--- src/rtl/mips_cpu_bus.sv ---
// Multicycle MIPS-I subset CPU with one Avalon-style master port shared by
// instruction fetch and data access; halts when the next PC would be zero.
module mips_cpu_bus #(
    parameter logic [31:0] RESET_VECTOR = 32'hBFC00000
) (
    input  logic        clk,
    input  logic        reset,
    output logic        active,
    output logic [31:0] register_v0,
    output logic [31:0] address,
    output logic        write,
    output logic        read,
    input  logic        waitrequest,
    output logic [31:0] writedata,
    output logic [3:0]  byteenable,
    input  logic [31:0] readdata
);

    typedef enum logic [2:0] {
        FETCH, DECODE, EXEC, MEM, LWB, WB, HALT
    } state_t;

    state_t      state;
    logic [31:0] regs [32];
    logic [31:0] pc, instr, rs_val, rt_val;
    logic [31:0] result, br_target, pend_target;
    logic [4:0]  dest;
    logic        wen, br_taken, pend_valid, is_load;

    logic [5:0]  opcode, funct;
    logic [4:0]  shamt;
    logic [15:0] imm;
    logic [31:0] simm, zimm, pc_plus4, ea, npc;
    logic [31:0] alu;
    logic [4:0]  wr_dst;
    logic        wr_en, taken, mem_load, mem_store;
    logic [31:0] target;

    assign opcode      = instr[31:26];
    assign funct       = instr[5:0];
    assign shamt       = instr[10:6];
    assign imm         = instr[15:0];
    assign simm        = {{16{imm[15]}}, imm};
    assign zimm        = {16'h0000, imm};
    assign pc_plus4    = pc + 32'd4;
    assign ea          = rs_val + simm;
    assign npc         = pend_valid ? pend_target : pc_plus4;
    assign register_v0 = regs[2];
    assign byteenable  = 4'b1111;

    always_comb begin
        alu       = '0;
        wr_dst    = instr[15:11];
        wr_en     = 1'b0;
        taken     = 1'b0;
        target    = '0;
        mem_load  = 1'b0;
        mem_store = 1'b0;
        case (opcode)
            6'h00: begin
                wr_en = 1'b1;
                case (funct)
                    6'h21: alu = rs_val + rt_val;
                    6'h23: alu = rs_val - rt_val;
                    6'h24: alu = rs_val & rt_val;
                    6'h25: alu = rs_val | rt_val;
                    6'h26: alu = rs_val ^ rt_val;
                    6'h2A: alu = {31'b0, $signed(rs_val) < $signed(rt_val)};
                    6'h2B: alu = {31'b0, rs_val < rt_val};
                    6'h00: alu = rt_val << shamt;
                    6'h02: alu = rt_val >> shamt;
                    6'h03: alu = $signed(rt_val) >>> shamt;
                    6'h08: begin
                        wr_en  = 1'b0;
                        taken  = 1'b1;
                        target = rs_val;
                    end
                    6'h09: begin
                        alu    = pc + 32'd8;
                        taken  = 1'b1;
                        target = rs_val;
                    end
                    default: wr_en = 1'b0;
                endcase
            end
            6'h02, 6'h03: begin
                taken  = 1'b1;
                target = {pc_plus4[31:28], instr[25:0], 2'b00};
                if (opcode == 6'h03) begin
                    wr_en  = 1'b1;
                    wr_dst = 5'd31;
                    alu    = pc + 32'd8;
                end
            end
            6'h04, 6'h05: begin
                taken  = (rs_val == rt_val) ^ (opcode == 6'h05);
                target = pc_plus4 + {simm[29:0], 2'b00};
            end
            6'h09, 6'h0A, 6'h0B, 6'h0C, 6'h0D, 6'h0E, 6'h0F, 6'h23: begin
                wr_en  = 1'b1;
                wr_dst = instr[20:16];
                case (opcode)
                    6'h09:   alu = rs_val + simm;
                    6'h0A:   alu = {31'b0, $signed(rs_val) < $signed(simm)};
                    6'h0B:   alu = {31'b0, rs_val < simm};
                    6'h0C:   alu = rs_val & zimm;
                    6'h0D:   alu = rs_val | zimm;
                    6'h0E:   alu = rs_val ^ zimm;
                    6'h0F:   alu = {imm, 16'h0000};
                    default: mem_load = 1'b1;
                endcase
            end
            6'h2B: mem_store = 1'b1;
            default: ;
        endcase
    end

    always_ff @(posedge clk) begin
        if (!reset) begin
            state       <= FETCH;
            pc          <= RESET_VECTOR;
            for (int unsigned i = 0; i < 32; i++) regs[i] <= '0;
            active      <= 1'b1;
            read        <= 1'b0;
            write       <= 1'b0;
            address     <= RESET_VECTOR;
            writedata   <= '0;
            instr       <= '0;
            rs_val      <= '0;
            rt_val      <= '0;
            result      <= '0;
            dest        <= '0;
            wen         <= 1'b0;
            br_taken    <= 1'b0;
            br_target   <= '0;
            pend_valid  <= 1'b0;
            pend_target <= '0;
            is_load     <= 1'b0;
        end else begin
            case (state)
                FETCH: begin
                    // Request is raised one cycle after entry so outputs stay registered.
                    if (!read) begin
                        read    <= 1'b1;
                        address <= pc;
                    end else if (!waitrequest) begin
                        read  <= 1'b0;
                        state <= DECODE;
                    end
                end
                DECODE: begin
                    instr  <= readdata;
                    rs_val <= regs[readdata[25:21]];
                    rt_val <= regs[readdata[20:16]];
                    state  <= EXEC;
                end
                EXEC: begin
                    result    <= alu;
                    dest      <= wr_dst;
                    wen       <= wr_en;
                    br_taken  <= taken;
                    br_target <= target;
                    if (mem_load || mem_store) begin
                        address   <= {ea[31:2], 2'b00};
                        read      <= mem_load;
                        write     <= mem_store;
                        writedata <= rt_val;
                        is_load   <= mem_load;
                        state     <= MEM;
                    end else begin
                        state <= WB;
                    end
                end
                MEM: begin
                    if (!waitrequest) begin
                        read  <= 1'b0;
                        write <= 1'b0;
                        state <= is_load ? LWB : WB;
                    end
                end
                LWB: begin
                    result <= readdata;
                    state  <= WB;
                end
                WB: begin
                    if (wen && dest != 5'd0) regs[dest] <= result;
                    // A taken branch redirects only after its delay slot retires.
                    pc          <= npc;
                    pend_valid  <= br_taken;
                    pend_target <= br_target;
                    if (npc == '0) begin
                        state  <= HALT;
                        active <= 1'b0;
                    end else begin
                        state <= FETCH;
                    end
                end
                HALT: ;
                default: state <= HALT;
            endcase
        end
    end

endmodule

--- config.mk ---
export PLATFORM = sky130hd
export DESIGN_NAME = mips_cpu_bus
export DESIGN_NICKNAME = d
export VERILOG_FILES = /design/src/rtl/mips_cpu_bus.sv
export SDC_FILE = /design/constraint.sdc
export NUM_CORES = 2
export LEC_CHECK = 0
export ABC_CLOCK_PERIOD_IN_PS = 4510
export CAP_MARGIN = 20
export CORE_MARGIN = 2
export CORE_UTILIZATION = 44
export CTS_CLUSTER_DIAMETER = 30
export DETAILED_ROUTE_END_ITERATION = 12
export SYNTH_ARGS = -nofsm -noshare
export SYNTH_HDL_FRONTEND = slang
export SYNTH_SLANG_ARGS = --single-unit
--- constraint.sdc ---
create_clock -name clk -period 4.51 [get_ports clk]
set_input_delay 0.6765 -clock clk [delete_from_list [all_inputs] [get_ports clk]]
set_output_delay 0.6765 -clock clk [all_outputs]
set_load 0.005 [all_outputs]
==> flow_summary.yaml <==
status:
  status: "completed"
cells_and_area:
  final_cell_area_um2: 98800
  final-seq-area_um2: 36800
  drive_above_1_share_pct: 25.2
  multi_input_area_um2: 41600
  fillers: 15339
  syn_to_final_growth_pct: 22.3
  postLayoutCoreUtil_pct: 54.1
  fin_nets: 7329
critical_path:
  max_stage_delay_ps: 450
  cp_common_cell: "a21o_1"
  r2r_cells: 17
  cp-endpoint: "br_target[28]$_SDFFE_PN0P_"
  arrival_ps: 5000
  end_kind: "flip-flop"
  crit_path_cell_trace: "nand4_2 > nor4_4 > buf_4 > nand4_1 > xnor2_2 > ha_1 > a21o_1 > a21oi_1 > o21ai_0 > a31oi_1 > o21ai_2 > a21o_1 > a221o_1 > a211oi_2 > xnor2_1 > a221oi_1 > nor2_1"
  reg2reg_to: "br_target[28]$_SDFFE_PN0P_"
  path_class: "flip-flop to flip-flop"
  slowest_stage: "dfxtp_1"
  critPathMaxFanout: 5
  cp-start-kind: "flip-flop"
  crit_required_ps: 5290
  reg2reg_slack_ps: 290
  reg2reg_from: "pc[11]$_SDFFE_PN0N_"
  startpoint: "pc[11]$_SDFFE_PN0N_"
detailed_routing:
  detailroute.via_count: 63205
  drtAntennaViolNets: 0
  first_pass_iters: 7
  drc: 0
  routed_wl_um: 332000
  via_per_inst: 6.49
  wl_per_cell_um: 34.1
  drtIter0Drc: 8909
synth:
  ys_ff_latch: 1327
  avgSynthCellArea_um2: 11.9
  netlist_area_um2: 80800
  ys.warnings.count: 0
  synth.distinct_cells: 106
  postSynthCellCount: 6816
  yosysSeqAreaShare_pct: 45.6
  synth_edf_count: 1024
  synthArstFlopShare_pct: 0
  ys.flop_type: "edfxtp_1"
clock_network:
  clock_latency_ps: 960
  htreeDepth: 5
  cts_buffers: 337
  ctsHoldBuffers: 0
  cts_num_sinks: 1327
  path_clk_slew_ps: 40
  cts_root_buf: "clkbuf_16"
  clock_path_buffers: 4
  cts_tree: "built"
power:
  p_per_area_nw_per_um2: 566
  p_leak_nw: 36.4
  peakVddDrop_v: 0.000514
sta:
  post-route-period-util_pct: 93.7
  fin_crit_ps: 4220
  finalClockSkew_ps: 105
  setup_tns_ps: 0
  setup_viol: 0
  timing_hold_violations_final: 0
  max_freq_ghz: 0.237
  tightest_slew_ps: 1160
  slew_violations: 0
  relSlewSlack_pct: 22.4
  layout_setup_ws_ps: 286
  hold_slack_ps: 341
global_route:
  grt_overflow: 0
  grt_max_degree: 95
  first_global_vias: 62127
  antenna_found_initial: 20
  grt_pass1_wl_um: 464000
  grt_use_total_pct: 35.1
floorplan:
  io_pins: 138
  rows: 157
  die_area_um2: 187000
  fp.coreArea_um2: 183000
  die_w_um: 432
  start_util_pct: 44.2
  die_y_um: 432
run:
  drv_cap: 0
placed_design:
  post-place-ws_ps: 76.8
  post-dp-hpwl_um: 219000
  placed_area_um2: 87200
  place.gp.congestion: 1.04
  port_buffers: 133
hold_path:
  hp-class: "input port to flip-flop"
cells in the mapped netlist (44+ instances only):
master | n | area [um2]
inv_1 | 145 | 544
clkbuf_1 | 529 | 1990
mux4_2 | 681 | 15300
nand3_1 | 63 | 315
xnor2_1 | 81 | 709
a21oi_1 | 387 | 1940
edfxtp_1 | 1024 | 30700
a221oi_1 | 52 | 455
dfxtp_1 | 303 | 6070
nand2_1 | 461 | 1730
and2_1 | 1004 | 6280
mux2i_1 | 167 | 1670
o21ai_0 | 228 | 1140
buf_1 | 78 | 293
ha_1 | 209 | 2620
nor3_1 | 58 | 290
nor2_1 | 462 | 1730
buf_2 | 46 | 230
a211oi_1 | 105 | 788
o211ai_1 | 44 | 330
a21o_1 | 48 | 360
final cells by class:
class	count	share of cell area, %
repair buffers	564	5.41
well taps	2385	3.02
inverters	151	0.581
diodes	6	0.0152
clock buffers	393	9.07
clock inverters	206	2.52
multi-input cells	4700	42.1
flip-flops and latches	1327	37.3
worst min-delay path by stage:
stage	slack, ps	end	cells after the start	start
floorplan	430	pend_target[18]$_SDFFE_PN0N_	2	pend_target[18]$_SDFFE_PN0N_
global placement	440	pend_target[20]$_SDFFE_PN0N_	2	br_target[20]$_SDFFE_PN0P_
detailed placement	440	pend_target[18]$_SDFFE_PN0N_	2	pend_target[18]$_SDFFE_PN0N_
CTS	300	instr[20]$_SDFFE_PN0P_	3	readdata[20]
global route	330	address[27]$_SDFFE_PN1P_	3	reset
finish	340	active$_SDFFE_PN1P_	3	reset
per-stage QoR:
stage / cells / power [mW]
floorplan: 6850 / 24.4
global placement: 9121 / 30.9
detailed placement: 9123 / 31.0
CTS: 9722 / 55.4
global route: 9727 / 57.4
finish: 9732 / 55.9
layout by cell type, fill, tap and decap left out, types with 42 or more instances in the layout:
master / instances
dfxtp_1: 289
a31oi_1: 42
buf_4: 373
o21ai_0: 196
ha_1: 205
and2_1: 1003
xnor2_1: 78
a21o_1: 48
inv_1: 145
nor2_1: 426
a21oi_1: 387
bufinv_16: 51
edfxtp_1: 1024
clkdlybuf4s50_1: 122
nor3_1: 55
o211ai_1: 44
a221oi_1: 52
nand3_1: 62
nand2_1: 459
clkbuf_16: 345
a211oi_1: 105
o22ai_1: 42
mux4_2: 681
mux2i_1: 167
clkinv_2: 69
buf_12: 57
state kept, by name, summed over array words and instances (netlist names), 5 cells and up:
register,cells
regs,1024
result,32
pc,32
pend_target,32
br_target,32
dest,5
rs_val,32
address,32
rt_val,32
instr,32
writedata,32
power by group:
part           internal, mW  total (mW)  switching [mW]
Sequential             14.0        14.8           0.833
Combinational          5.58        16.6            11.1
Clock                  17.0        24.5            7.49
Total                  36.5        55.9            19.4
worst max-delay path: cells and delay by family (launching register included):
kind | cells | cell delay, ps
buffers and inverters | 1 | 200
AO/OA/AOI/OAI | 9 | 2080
AND/OR/NAND/NOR | 4 | 790
adder cells (fa/ha/maj) | 1 | 300
flip-flops | 1 | 450
XOR/XNOR | 2 | 270
metal layers:
layer,vias to the layer above,track usage (%),share of wire [%]
met4,0,21.7,7.3
met2,4058,54.7,46
met3,1007,9.00,11
met5,-,0,0
met1,31830,43.8,36
li1,26310,-,-
kinds of logic after synthesis:
logic type                 Yosys count  synth area share (%)
muxes                              860                  21.2
adders and majority gates          213                  3.34
DFF                               1327                  45.6
and+or+nand+nor                   2207                  14.2
AOI/OAI and AO/OA                 1266                  10.4
other                                2               0.00930
xor gates and xnor gates           118                  1.28
buffers and inverters              823                  4.02
repair_timing:
item / CTS / global route
setup endpoints to repair: 0 / 6
resized for setup: 0 / 19
setup buffers: 0 / 2
No activity file was read; power rests on OpenSTA's default activity.
